**config.mk**
```make
export PLATFORM = sky130hd
export DESIGN_NAME = text_console_ctrl_flat
export DESIGN_NICKNAME = d
export VERILOG_FILES = /design/src/rtl/text_console_ctrl_if.sv /design/src/rtl/text_console_ctrl.sv /design/src/flat_wrapper.sv
export SDC_FILE = /design/constraint.sdc
export NUM_CORES = 1
export LEC_CHECK = 0
export CORE_ASPECT_RATIO = 0.5
export CORE_MARGIN = 5
export CORE_UTILIZATION = 50
export CTS_CLUSTER_SIZE = 20
export DETAILED_ROUTE_END_ITERATION = 8
export HOLD_SLACK_MARGIN = 0.1
export MAX_ROUTING_LAYER = met4
export PLACE_DENSITY = 0.84
export SLEW_MARGIN = 30
export SYNTH_ARGS = -nofsm -noshare
export SYNTH_HDL_FRONTEND = slang
export SYNTH_SLANG_ARGS = --single-unit
export TNS_END_PERCENT = 30
```
**constraint.sdc**
```tcl
create_clock -name CLK_CPU -period 2.5 [get_ports CLK_CPU]
set_clock_uncertainty 0.1 [all_clocks]
set_input_delay 0.625 -clock CLK_CPU [delete_from_list [all_inputs] [get_ports CLK_CPU]]
set_output_delay 0.625 -clock CLK_CPU [all_outputs]
set_load 0.05 [all_outputs]
```
**src/rtl/text_console_ctrl_if.sv**
```systemverilog
// Byte stream from the CPU and write port toward the text video memory.
// The master is the CPU/video-memory side and the slave is the console sequencer.
interface text_console_ctrl_if #(
  parameter int unsigned ADDR_W = 11
);
  logic              char_valid;
  logic [7:0]        char_data;
  logic              char_ready;
  logic              video_write_enable;
  logic [7:0]        video_write_data;
  logic [ADDR_W-1:0] video_write_addr;

  modport master (
    output char_valid,
    output char_data,
    input  char_ready,
    input  video_write_enable,
    input  video_write_data,
    input  video_write_addr
  );

  modport slave (
    input  char_valid,
    input  char_data,
    output char_ready,
    output video_write_enable,
    output video_write_data,
    output video_write_addr
  );
endinterface

```
**src/rtl/text_console_ctrl.sv**
```systemverilog
// Cursor/control-code sequencer that owns the text video memory write port.
// Optional macro CONSOLE_CURSOR_EN keeps an '_' glyph drawn at the cursor cell.
module text_console_ctrl #(
  parameter int unsigned COLS   = 50,
  parameter int unsigned ROWS   = 24,
  parameter int unsigned ADDR_W = 11,
  parameter logic [7:0]  BLANK  = 8'h20
) (
  input  logic               CLK_CPU,
  input  logic               reset,
  text_console_ctrl_if.slave bus,
  output logic [5:0]         cursor_col,
  output logic [4:0]         cursor_row,
  output logic               busy
);

  localparam int unsigned COL_W = 6;
  localparam int unsigned ROW_W = 5;
  localparam int unsigned CELLS = ROWS * COLS;

  localparam logic [7:0] CH_BS = 8'h08;
  localparam logic [7:0] CH_LF = 8'h0A;
  localparam logic [7:0] CH_FF = 8'h0C;
  localparam logic [7:0] CH_CR = 8'h0D;

  localparam logic [2:0] S_IDLE    = 3'd0;
  localparam logic [2:0] S_PUT     = 3'd1;
  localparam logic [2:0] S_CLR_ROW = 3'd2;
  localparam logic [2:0] S_CLR_ALL = 3'd3;
`ifdef CONSOLE_CURSOR_EN
  localparam logic [2:0] S_CURS    = 3'd4;
  localparam logic [2:0] S_UNCURS  = 3'd5;
  localparam logic [7:0] CURSOR_GLYPH = 8'h5F;
`endif

  logic [2:0]        r_state;
  logic [COL_W-1:0]  r_col;
  logic [ROW_W-1:0]  r_row;
  logic [ADDR_W-1:0] r_base;
  logic              r_we;
  logic [7:0]        r_data;
  logic [ADDR_W-1:0] r_addr;
  logic              r_ready;
  logic              r_busy;
  logic [COL_W-1:0]  r_cnt;
  logic              r_wrap;
`ifdef CONSOLE_CURSOR_EN
  logic [7:0]        r_op;
  logic              r_curs;
  logic [7:0]        w_op_nxt;
  logic              w_curs_nxt;
`endif

  logic [2:0]        w_state_nxt;
  logic [COL_W-1:0]  w_col_nxt;
  logic [ROW_W-1:0]  w_row_nxt;
  logic [ADDR_W-1:0] w_base_nxt;
  logic              w_we_nxt;
  logic [7:0]        w_data_nxt;
  logic [ADDR_W-1:0] w_addr_nxt;
  logic              w_ready_nxt;
  logic              w_busy_nxt;
  logic [COL_W-1:0]  w_cnt_nxt;
  logic              w_wrap_nxt;

  logic              w_take;
  logic              w_printable;
  logic              w_is_lf;
  logic              w_is_cr;
  logic              w_is_ff;
  logic              w_bs_move;
  logic              w_last_row;
  logic              w_last_col;
  logic [ROW_W-1:0]  w_row_up;
  logic [ADDR_W-1:0] w_base_up;
  logic [ADDR_W-1:0] w_cell;

  // Byte decode and row arithmetic; row_base moves by +-COLS so no multiplier is needed.
  assign w_take      = bus.char_valid && r_ready;
  assign w_printable = (bus.char_data >= 8'h20) && (bus.char_data <= 8'h7E);
  assign w_is_lf     = (bus.char_data == CH_LF);
  assign w_is_cr     = (bus.char_data == CH_CR);
  assign w_is_ff     = (bus.char_data == CH_FF);
  assign w_bs_move   = (bus.char_data == CH_BS) && (r_col != '0);
  assign w_last_row  = (r_row == ROW_W'(ROWS - 1));
  assign w_last_col  = (r_col == COL_W'(COLS - 1));
  assign w_row_up    = w_last_row ? '0 : ROW_W'(r_row + ROW_W'(1));
  assign w_base_up   = w_last_row ? '0 : ADDR_W'(r_base + ADDR_W'(COLS));
  assign w_cell      = ADDR_W'(r_base + ADDR_W'(r_col));

  // Next-state and next-output logic.
  always_comb begin
    w_state_nxt = r_state;
    w_col_nxt   = r_col;
    w_row_nxt   = r_row;
    w_base_nxt  = r_base;
    w_we_nxt    = 1'b0;
    w_data_nxt  = r_data;
    w_addr_nxt  = r_addr;
    w_cnt_nxt   = r_cnt;
    w_wrap_nxt  = r_wrap;
`ifdef CONSOLE_CURSOR_EN
    w_op_nxt    = r_op;
    w_curs_nxt  = r_curs;
`endif

    case (r_state)
      S_IDLE: begin
        if (w_take) begin
          w_state_nxt = S_PUT;
          w_wrap_nxt  = 1'b0;
`ifdef CONSOLE_CURSOR_EN
          w_curs_nxt  = 1'b0;
`endif
          if (w_printable) begin
            w_we_nxt   = 1'b1;
            w_data_nxt = bus.char_data;
            w_addr_nxt = w_cell;
            if (w_last_col) begin
              w_col_nxt  = '0;
              w_row_nxt  = w_row_up;
              w_base_nxt = w_base_up;
              w_wrap_nxt = w_last_row;
            end else begin
              w_col_nxt = COL_W'(r_col + COL_W'(1));
            end
`ifdef CONSOLE_CURSOR_EN
            w_curs_nxt = 1'b1;
`endif
          end else if (w_is_ff) begin
            w_state_nxt = S_CLR_ALL;
            w_we_nxt    = 1'b1;
            w_data_nxt  = BLANK;
            w_addr_nxt  = '0;
            w_col_nxt   = '0;
            w_row_nxt   = '0;
            w_base_nxt  = '0;
`ifdef CONSOLE_CURSOR_EN
          end else if (w_is_lf || w_is_cr || w_bs_move) begin
            // Erase the drawn cursor first; the move itself happens in UNCURS.
            w_state_nxt = S_UNCURS;
            w_we_nxt    = 1'b1;
            w_data_nxt  = BLANK;
            w_addr_nxt  = w_cell;
            w_op_nxt    = bus.char_data;
          end
`else
          end else if (w_is_lf) begin
            w_col_nxt  = '0;
            w_row_nxt  = w_row_up;
            w_base_nxt = w_base_up;
            w_wrap_nxt = w_last_row;
          end else if (w_is_cr) begin
            w_col_nxt = '0;
          end else if (w_bs_move) begin
            w_col_nxt  = COL_W'(r_col - COL_W'(1));
            w_we_nxt   = 1'b1;
            w_data_nxt = BLANK;
            w_addr_nxt = ADDR_W'(w_cell - ADDR_W'(1));
          end
`endif
        end
      end

      S_PUT: begin
        if (r_wrap) begin
          w_state_nxt = S_CLR_ROW;
          w_we_nxt    = 1'b1;
          w_data_nxt  = BLANK;
          w_addr_nxt  = r_base;
          w_cnt_nxt   = '0;
          w_wrap_nxt  = 1'b0;
        end
`ifdef CONSOLE_CURSOR_EN
        else if (r_curs) begin
          w_state_nxt = S_CURS;
          w_we_nxt    = 1'b1;
          w_data_nxt  = CURSOR_GLYPH;
          w_addr_nxt  = w_cell;
          w_curs_nxt  = 1'b0;
        end
`endif
        else begin
          w_state_nxt = S_IDLE;
        end
      end

      S_CLR_ROW: begin
        if (r_cnt == COL_W'(COLS - 1)) begin
`ifdef CONSOLE_CURSOR_EN
          w_state_nxt = S_CURS;
          w_we_nxt    = 1'b1;
          w_data_nxt  = CURSOR_GLYPH;
          w_addr_nxt  = w_cell;
`else
          w_state_nxt = S_IDLE;
`endif
        end else begin
          w_cnt_nxt  = COL_W'(r_cnt + COL_W'(1));
          w_we_nxt   = 1'b1;
          w_data_nxt = BLANK;
          w_addr_nxt = ADDR_W'(r_addr + ADDR_W'(1));
        end
      end

      S_CLR_ALL: begin
        // Entered from reset with no write pending: the first cycle launches address 0.
        if (!r_we) begin
          w_we_nxt   = 1'b1;
          w_data_nxt = BLANK;
          w_addr_nxt = '0;
          w_col_nxt  = '0;
          w_row_nxt  = '0;
          w_base_nxt = '0;
        end else if (r_addr == ADDR_W'(CELLS - 1)) begin
`ifdef CONSOLE_CURSOR_EN
          w_state_nxt = S_CURS;
          w_we_nxt    = 1'b1;
          w_data_nxt  = CURSOR_GLYPH;
          w_addr_nxt  = w_cell;
`else
          w_state_nxt = S_IDLE;
`endif
        end else begin
          w_we_nxt   = 1'b1;
          w_data_nxt = BLANK;
          w_addr_nxt = ADDR_W'(r_addr + ADDR_W'(1));
        end
      end

`ifdef CONSOLE_CURSOR_EN
      S_UNCURS: begin
        if (r_op == CH_LF) begin
          w_col_nxt  = '0;
          w_row_nxt  = w_row_up;
          w_base_nxt = w_base_up;
          if (w_last_row) begin
            w_state_nxt = S_CLR_ROW;
            w_we_nxt    = 1'b1;
            w_data_nxt  = BLANK;
            w_addr_nxt  = '0;
            w_cnt_nxt   = '0;
          end else begin
            w_state_nxt = S_CURS;
            w_we_nxt    = 1'b1;
            w_data_nxt  = CURSOR_GLYPH;
            w_addr_nxt  = w_base_up;
          end
        end else if (r_op == CH_CR) begin
          w_col_nxt   = '0;
          w_state_nxt = S_CURS;
          w_we_nxt    = 1'b1;
          w_data_nxt  = CURSOR_GLYPH;
          w_addr_nxt  = r_base;
        end else begin
          w_col_nxt   = COL_W'(r_col - COL_W'(1));
          w_state_nxt = S_PUT;
          w_we_nxt    = 1'b1;
          w_data_nxt  = BLANK;
          w_addr_nxt  = ADDR_W'(w_cell - ADDR_W'(1));
          w_curs_nxt  = 1'b1;
        end
      end

      S_CURS: begin
        w_state_nxt = S_IDLE;
      end
`endif

      default: begin
        w_state_nxt = S_IDLE;
      end
    endcase

    w_ready_nxt = (w_state_nxt == S_IDLE);
    w_busy_nxt  = !w_ready_nxt;
  end

  always_ff @(posedge CLK_CPU) begin
    if (!reset) begin
      r_state <= S_CLR_ALL;
      r_col   <= '0;
      r_row   <= '0;
      r_base  <= '0;
      r_we    <= 1'b0;
      r_data  <= '0;
      r_addr  <= '0;
      r_ready <= 1'b0;
      r_busy  <= 1'b1;
      r_cnt   <= '0;
      r_wrap  <= 1'b0;
`ifdef CONSOLE_CURSOR_EN
      r_op    <= '0;
      r_curs  <= 1'b0;
`endif
    end else begin
      r_state <= w_state_nxt;
      r_col   <= w_col_nxt;
      r_row   <= w_row_nxt;
      r_base  <= w_base_nxt;
      r_we    <= w_we_nxt;
      r_data  <= w_data_nxt;
      r_addr  <= w_addr_nxt;
      r_ready <= w_ready_nxt;
      r_busy  <= w_busy_nxt;
      r_cnt   <= w_cnt_nxt;
      r_wrap  <= w_wrap_nxt;
`ifdef CONSOLE_CURSOR_EN
      r_op    <= w_op_nxt;
      r_curs  <= w_curs_nxt;
`endif
    end
  end

  assign bus.char_ready         = r_ready;
  assign bus.video_write_enable = r_we;
  assign bus.video_write_data   = r_data;
  assign bus.video_write_addr   = r_addr;
  assign cursor_col             = r_col;
  assign cursor_row             = r_row;
  assign busy                   = r_busy;

endmodule

```
**src/flat_wrapper.sv**
```systemverilog
// flat-port wrapper written by rule: the top's interface ports become plain ports
module text_console_ctrl_flat 
#(
  parameter int unsigned COLS   = 50,
  parameter int unsigned ROWS   = 24,
  parameter int unsigned ADDR_W = 11,
  parameter logic [7:0]  BLANK  = 8'h20
)
  (CLK_CPU, reset, cursor_col, cursor_row, busy, bus_char_valid, bus_char_data, bus_char_ready, bus_video_write_enable, bus_video_write_data, bus_video_write_addr);
  text_console_ctrl_if #(.ADDR_W(ADDR_W)) bus_i ();
  input  logic CLK_CPU;
  input  logic reset;
  output logic [5:0] cursor_col;
  output logic [4:0] cursor_row;
  output logic busy;
  input wire logic [$bits(bus_i.char_valid)-1:0] bus_char_valid;
  input wire logic [$bits(bus_i.char_data)-1:0] bus_char_data;
  output wire logic [$bits(bus_i.char_ready)-1:0] bus_char_ready;
  output wire logic [$bits(bus_i.video_write_enable)-1:0] bus_video_write_enable;
  output wire logic [$bits(bus_i.video_write_data)-1:0] bus_video_write_data;
  output wire logic [$bits(bus_i.video_write_addr)-1:0] bus_video_write_addr;
  assign bus_i.char_valid = bus_char_valid;
  assign bus_i.char_data = bus_char_data;
  assign bus_char_ready = bus_i.char_ready;
  assign bus_video_write_enable = bus_i.video_write_enable;
  assign bus_video_write_data = bus_i.video_write_data;
  assign bus_video_write_addr = bus_i.video_write_addr;
  text_console_ctrl #(.COLS(COLS), .ROWS(ROWS), .ADDR_W(ADDR_W), .BLANK(BLANK)) u_core (.CLK_CPU(CLK_CPU), .reset(reset), .bus(bus_i), .cursor_col(cursor_col), .cursor_row(cursor_row), .busy(busy));
endmodule
```
==> run summary, run 1 <==
Setup violations remaining at the end of the flow were counted as 6. The wire length of the first global-routing pass was 18240 um. At the later pin of the worst-skew pair, clock insertion delay measures 0.30 ns. The via count of the first global-routing pass is 3848. The total power per unit cell area is 509.7 nW/um2. The number of buffer and inverter instances along the worst setup path is 1. The tools report the cell at the root of the clock tree as sky130_fd_sc_hd__clkbuf_16. Setup repair after global routing could not meet its margin everywhere.

The routed length on met3 is 1072 um. The run gives 1092 um2 as the total area of sequential cells. The run gives 2 as the maximum clock insertion buffer count. For the summed instance area of the synthesized netlist, the log shows 3739 um2. For the final hold violation count, the log shows 0. Max-cap violations in this run came to 0. The required time reported for the critical path endpoint is 2.63 ns, and the layout net count is 618.

The flow ran to the end, but the final reports show violations. The total area inside the core boundary comes to 7295 um2. For this design the static power due to leakage is 2.009 nW.

Summed over all instances, the cell type with the most area after synthesis is sky130_fd_sc_hd__dfxtp_1. Yosys instantiated no cell more often than sky130_fd_sc_hd__dfxtp_1. The number of cells produced by synthesis was 486.

The worst-case vdd ir drop is 0.2610 mV. The final critical path time including I/O delays and setup came out at 2.601 ns. The first detailed-routing pass took 9 iterations. For the number of diodes, the log shows 0. The clock net in this run drives a total of 54 sinks. The tools report the nature of the critical path endpoint as a flip-flop.

In the routed layout, each cell is associated on average with a via count of 6.473. The number of standard-cell rows in the floorplan was 22; the share of the yosys chip area belonging to registers was 28.92%. The slowest stage of the critical path belongs to the cell sky130_fd_sc_hd__or4_1.

Compared with the post-synthesis result, the final layout area differs by 38.42%. Averaged over all synthesized cells, the footprint is 7.693 um2. The first routing iteration left 602 violations. For the largest net degree at the start of global routing, the log shows 29. The logs give 5976 um for the met2 wire length and 9411 um2 for the area of the die. The worst stage delay on the critical path was 0.53 ns. The fraction of registers with async set or reset after synthesis works out to 0%. The worst path uses 104.0% of the clock period. The tools report the initial antenna violation count as 0. The count of vias placed by the detailed router is 4447, and the wire length after detailed routing is 12700 um.

Top-area cell type share of the netlist area: 28.92%. The die extent in y came out at 71.15 um. The slew at the pin with the worst max-slew slack works out to 0.5269 ns. The run gives 0.3844 GHz as the maximum achievable frequency. The ratio of cells with drive above 1 in the final layout is 24.87%, and the setup total negative slack is -0.2874 ns. The weighted congestion at the end of routability-driven global placement came out at 0.9608. For this run, the leading register cell type out of synthesis is sky130_fd_sc_hd__dfxtp_1. By count the netlist is led by 54 x sky130_fd_sc_hd__dfxtp_1, 53 x sky130_fd_sc_hd__nor2_1, 48 x sky130_fd_sc_hd__nand2_1, 39 x sky130_fd_sc_hd__a21oi_1, 31 x sky130_fd_sc_hd__nand3_1. The checks that failed: negative setup slack.

The worst setup path is of the input pin to flip-flop kind. TritonCTS built the clock tree. After clock tree synthesis, the flow added hold-fix buffers numbering 0. The number of unique standard cell types used by synthesis is 72. Family with the most delay on the worst path: simple AND/OR/NAND/NOR gates. In the final routed layout, each cell accounts on average for 18.49 um. The clock transition at the registers of the reported paths works out to 0.07 ns. Kind of start point of the critical path: an input pin. For this run, design rule violations remaining after detail routing come to 0.

For the post-synth net total, the log shows 514. Traced cell by cell, the critical path runs through dlygate4sd2_1 -> nor4_4 -> a31oi_1 -> nor3_2 -> o21a_1 -> o21ai_4 -> or4_1 -> a21oi_1. The number of max-slew violations in the final report was 0; the effective utilization at floorplan was 51.25%. Yosys mapped a number of flops with a built-in enable equal to 0.

The post-route antenna net violation count is 0, and the HPWL reported at the end of detailed placement is 8025 um. The final worst slack is -0.1012 ns, and the number of buffers inserted during clock tree synthesis is 5. The global routing usage summed across all routing layers is 23.78%. Overall power consumption after layout is estimated at 2.638 mW. 44 I/O pins were placed. After filler insertion, the fill cell instance count of the layout stands at 475. The highest routed metal layer was met4.

Type of the tightest min-delay check: flip-flop to flip-flop. The horizontal die dimension came out at 132.3 um. In this run the number of H-tree levels came out at 2. In this run the worst path has a maximum fanout of 6. In the final routing, the length of wire on met1 measures 5263 um.

The endpoint arrival time on the critical path is 2.73 ns, and the remaining max-slew budget at the tightest pin is 64.74%. For this run, the number of Yosys warnings is 0. After synthesis the netlist holds a flip-flop and latch count of 54. Summing all multi-input logic gate instances after layout gives 2729 um2. After global routing the overflow that remains totals 0.

Ranked by total cell area, the synthesized netlist is headed by sky130_fd_sc_hd__dfxtp_1 29%, sky130_fd_sc_hd__ha_1 5.4%, sky130_fd_sc_hd__nor2_1 5.3%. Total of buffers placed on input and output ports: 43.
-- state kept, by name, indices dropped and copies added, names as in the netlist --
name and cells:
u_core.bus.char_ready 1, u_core.cursor_col 6, u_core.cursor_row 5, u_core.r_wrap 1
u_core.bus.video_write_enable 1, u_core.r_base 11, u_core.bus.video_write_addr 11, u_core.r_state 3
u_core.bus.video_write_data 8, u_core.busy 1, u_core.r_cnt 6
-- placed cells by master, fill, tap and decap left out, drive strengths merged, types with 8 or more instances in the layout --
master          n
clkdlybuf4s50  34
xnor2          11
nand4          11
nor3            9
a21oi          39
o21ai          25
o211ai          9
nand2b         12
a211oi         10
nand2          49
nor2           53
inv            16
xor2           11
o31ai           8
buf            80
dfxtp          54
nand3          31
ha             16
-- metal layers --
| metal | up-vias | track usage, % |
|---|---|---|
| met2 | 277 | 36.84 |
| met4 | 0 | 6.998 |
| li1 | 2001 | - |
| met5 | - | - |
| met3 | 54 | 4.048 |
| met1 | 2115 | 32.06 |
-- final cells by class --
| class | count | area share (%) |
|---|---|---|
| well taps | 96 | 2.321 |
| multi-input cells | 391 | 52.73 |
| repair buffers | 123 | 19.85 |
| clock inverters | 2 | 0.2176 |
| flip-flops and latches | 54 | 21.11 |
| clock buffers | 6 | 2.684 |
| inverters | 15 | 1.088 |
-- through the flow --
stage	utilization (%)	setup WS, ns	instance area, um2	instances	hold slack [ns]
after floorplan	-	-0.03294	3762	486	0.3288
after global placement	64.87	-0.5964	4732	670	0.3196
after detailed placement	64.87	-0.6364	4732	670	0.3357
after CTS	68.08	-0.008381	4966	684	0.3492
after global routing	70.94	-0.1792	5175	687	0.3975
final	70.94	-0.1012	5175	687	0.3703
-- cell families (layout without fill, tap and decap cells) --
group	count (synthesis)	in the layout	synth area share (%)
flip-flops	54	54	28.92
multiplexers	3	3	1.138
adder cells (fa/ha/maj)	17	17	5.890
other	1	1	0.1003
XOR/XNOR	22	22	5.154
buffers and inverters	41	146	4.551
AO/OA/AOI/OAI	141	141	25.74
AND/OR/NAND/NOR	207	207	28.51
-- power by group --
group / total, mW / internal, mW / leakage [nW] / switching [mW]
Combinational: 0.945 / 0.392 / 1.49 / 0.554
Clock: 0.739 / 0.399 / 0.0772 / 0.340
Sequential: 0.953 / 0.906 / 0.444 / 0.0475
-- what timing repair did --
item | CTS | global route
resized for setup | 21 | 41
cloned | 0 | 0
pin swaps | 11 | 35
endpoints found under the setup margin | 41 | 29
setup buffers | 6 | 3
-- final timing paths --
path / startpoint / to / slack [ns] / cells after the start
worst min-delay path: u_core.bus.video_write_data[7] / u_core.bus.video_write_data[7] / 0.37 / 2
worst min register to register: u_core.bus.video_write_data[7] / u_core.bus.video_write_data[7] / 0.37 / 2
worst max register to register: u_core.cursor_col[0] / u_core.bus.video_write_addr[6] / -0.08 / 9
worst max-delay path: bus_char_data[7] / u_core.cursor_row[3] / -0.10 / 8
-- worst register-to-register path: stages, from the launching register on --
cell	delay, ns
sky130_fd_sc_hd__dfxtp_4	0.36
sky130_fd_sc_hd__ha_4	0.18
sky130_fd_sc_hd__fa_2	0.42
sky130_fd_sc_hd__a211oi_4	0.33
sky130_fd_sc_hd__o21ai_2	0.14
sky130_fd_sc_hd__and3_4	0.24
sky130_fd_sc_hd__nor2_2	0.12
sky130_fd_sc_hd__xnor2_1	0.09
sky130_fd_sc_hd__a222oi_1	0.37
sky130_fd_sc_hd__a21oi_1	0.11
Power figures use the tool's default switching activity.
==> run 2: changes to the inputs <==
- CAP_MARGIN: unset -> 20
==> results of run 2 <==
No change in the layout: final DEF, timing and power equal those of run 1.
==> run 3: changes to the inputs <==
- PLACE_DENSITY: 0.84 -> 0.82
- clock period: 2.5 -> 2.9 ns (I/O delays scaled with it)
==> run summary, run 3 (same netlist as run 1, synthesis figures left out) <==
The highest net fanout along the worst path works out to 6 (unchanged). The maximum achievable frequency is 0.3579 GHz. For the post-placement cell count, the log shows 656 (-2.1%). The total power draw came out at 2.144 mW (-19%). The tools report the HPWL reported at the end of detailed placement as 7935 um (-1.1%). For the met1 routing resource usage after global routing, the log shows 30.18% (-1.9 points). The horizontal die dimension was 132.3 um (unchanged); the global routing usage summed across all routing layers was 23.22% (-0.56 points). Effective utilization at floorplan: 51.25% (unchanged).

The final hold violation count was 0 (unchanged); the wire length after detailed routing was 10670 um (-16%). The mean routed wirelength per cell was 16.05 um (-13%); the post-route worst hold slack was 0.3318 ns (-0.03847 ns). Number of H-tree levels: 2 (unchanged). The worst path in the final design needs a cycle of 2.794 ns, including I/O delays and setup. The via count normalized by instance count is 5.974 (-7.7%), and the largest net degree at the start of global routing is 29 (unchanged).

For the wire length of the first global-routing pass, the log shows 17940 um (-1.7%). The logs give 0 (unchanged) for the overall overflow remaining after global route and 596 (-3.6%) for the layout net count. STA classifies the critical path endpoint as a flip-flop.

The required time reported for the critical path endpoint was 3.03 ns (+0.40 ns). The logs give 1.860 nW (-7.4%) for the leakage dissipation and 5 (unchanged) for the number of buffers inserted during clock tree synthesis. The ratio of cells with drive above 1 in the final layout was 15.11% (-9.8 points). The most common cell after layout, fill and taps aside is sky130_fd_sc_hd__buf_4. The run finished with clean final reports.

The tools report the core footprint as 7295 um2 (unchanged). TritonCTS built the clock tree. The final cell count without fillers is 665 (-3.2%).

The endpoint arrival time on the critical path was 2.92 ns (+0.19 ns); the number of failing setup endpoints in the final timing report was 0 (-6). The number of iterations in the first detailed-routing pass was 5 (-4). For the number of standard-cell rows in the floorplan, the log shows 22 (unchanged).

For the number of maximum-capacitance constraint violations, the log shows 0 (unchanged). The slew at the pin with the worst max-slew slack is 0.5107 ns (-0.01622 ns), and the area of the die is 9411 um2 (unchanged). Busiest layer in global routing: met2.

Dividing the final minimum period by the clock period gives 96.34%. Total power per unit cell area: 447.2 nW/um2 (-12%). The type of the tightest min-delay check is flip-flop to flip-flop. The via count of the first global-routing pass is 3772 (-2.0%), and the remaining max-slew budget at the tightest pin is 65.85% (+1.1 points).

The tools report the core utilization of the finished layout as 65.71% (-5.2 points). The tools report the kind of start point of the critical path as an input pin. The cell at the root of the clock tree was sky130_fd_sc_hd__clkbuf_16. The tools report the post-route antenna net violation count as 0 (unchanged).

The die extent in y was 71.15 um (unchanged); the clock transition at the registers of the reported paths was 0.07 ns (about the same). The tools report the clock network latency to the later pin of the worst-skew pair as 0.29 ns (about the same). Setup repair after global routing could not meet its margin everywhere. The tools report the detailed-route DRC error count as 0 (unchanged).

Compared with the post-synthesis result, the final layout area differs by 28.21%. The run gives 0 (unchanged) as the number of diodes. The initial DRC count came out at 339 (-44%).

The number of max-slew violations in the final report was 0 (unchanged). The global-route met3 utilization is 4.332% (+0.28 points), and the initial antenna violation count is 0 (unchanged). Count of vias placed by the detailed router: 3973 (-11%). The tools report the worst-case vdd ir drop as 0.2356 mV (-9.8%).

In the layout the commonest cells are 58 x sky130_fd_sc_hd__buf_4, 54 x sky130_fd_sc_hd__dfxtp_1, 53 x sky130_fd_sc_hd__nor2_1. The sink count of the clock tree is 54 (unchanged). The run gives 44 (unchanged) as the total I/O pin count. The total of buffers placed on input and output ports is 43 (unchanged), and the maximum clock insertion buffer count is 2 (unchanged). The global-route met2 utilization was 37.28% (+0.45 points).

The weighted congestion at the end of routability-driven global placement came out at 0.9182 (-4.4%). By startpoint and endpoint, the worst setup path is classified as input pin to flip-flop.
run 3: what timing repair did:
action,4_1_cts,5_1_grt
hold buffers,0,0
gates resized for setup,0,10
endpoints found under the setup margin,0,24
setup buffers,0,1
run 3: path summary, 6_finish.rpt:
check                                 startpoint                              end  slack, ns  cells after the start
setup / recovery                bus_char_data[1]             u_core.cursor_row[3]       0.11                      9
hold / removal    u_core.bus.video_write_data[7]   u_core.bus.video_write_data[7]       0.33                      2
setup reg to reg                u_core.r_base[0]  u_core.bus.video_write_addr[10]       0.20                      9
hold reg to reg   u_core.bus.video_write_data[7]   u_core.bus.video_write_data[7]       0.33                      2
run 3: final cells by class:
| cell class | count | area, um2 |
|---|---|---|
| clock inverters | 1 | 5.005 |
| fillers | 598 | 2501 |
| repair buffers | 101 | 875.8 |
| well taps | 96 | 120.1 |
| inverters | 15 | 56.30 |
| clock buffers | 7 | 142.6 |
| multi-input cells | 391 | 2512 |
| flip-flops and latches | 54 | 1081 |
run 3: where the power goes:
part | internal (mW) | switching [mW] | total (mW) | leakage, nW
Clock | 0.343 | 0.274 | 0.617 | 0.0739
Sequential | 0.780 | 0.0559 | 0.836 | 0.441
Combinational | 0.288 | 0.402 | 0.690 | 1.35
run 3: worst max-delay path, cell delays in order:
cell,delay (ns)
sky130_fd_sc_hd__clkdlybuf4s50_1,0.54
sky130_fd_sc_hd__buf_4,0.18
sky130_fd_sc_hd__nor2b_2,0.06
sky130_fd_sc_hd__buf_4,0.13
sky130_fd_sc_hd__and4b_1,0.22
sky130_fd_sc_hd__nor2_1,0.22
sky130_fd_sc_hd__nand2_1,0.19
sky130_fd_sc_hd__or4_1,0.51
sky130_fd_sc_hd__a21oi_1,0.15
run 3: metal layers:
| layer | wire, um | vias up |
|---|---|---|
| met1 | 5027 | 1852 |
| met5 | 0 | - |
| met4 | 144 | 0 |
| met2 | 4840 | 135 |
| li1 | - | 1969 |
| met3 | 661 | 17 |
run 3: stage by stage:
stage,setup TNS (ns),setup WS (ns),area (um2)
floorplan,0,0.005205,3739
finish,0,0.1062,4793
CTS,0,0.03592,4751
detailed placement,-5.374,-0.2366,4603
global route,-0.04146,-0.03263,4793
global placement,-4.267,-0.2000,4603
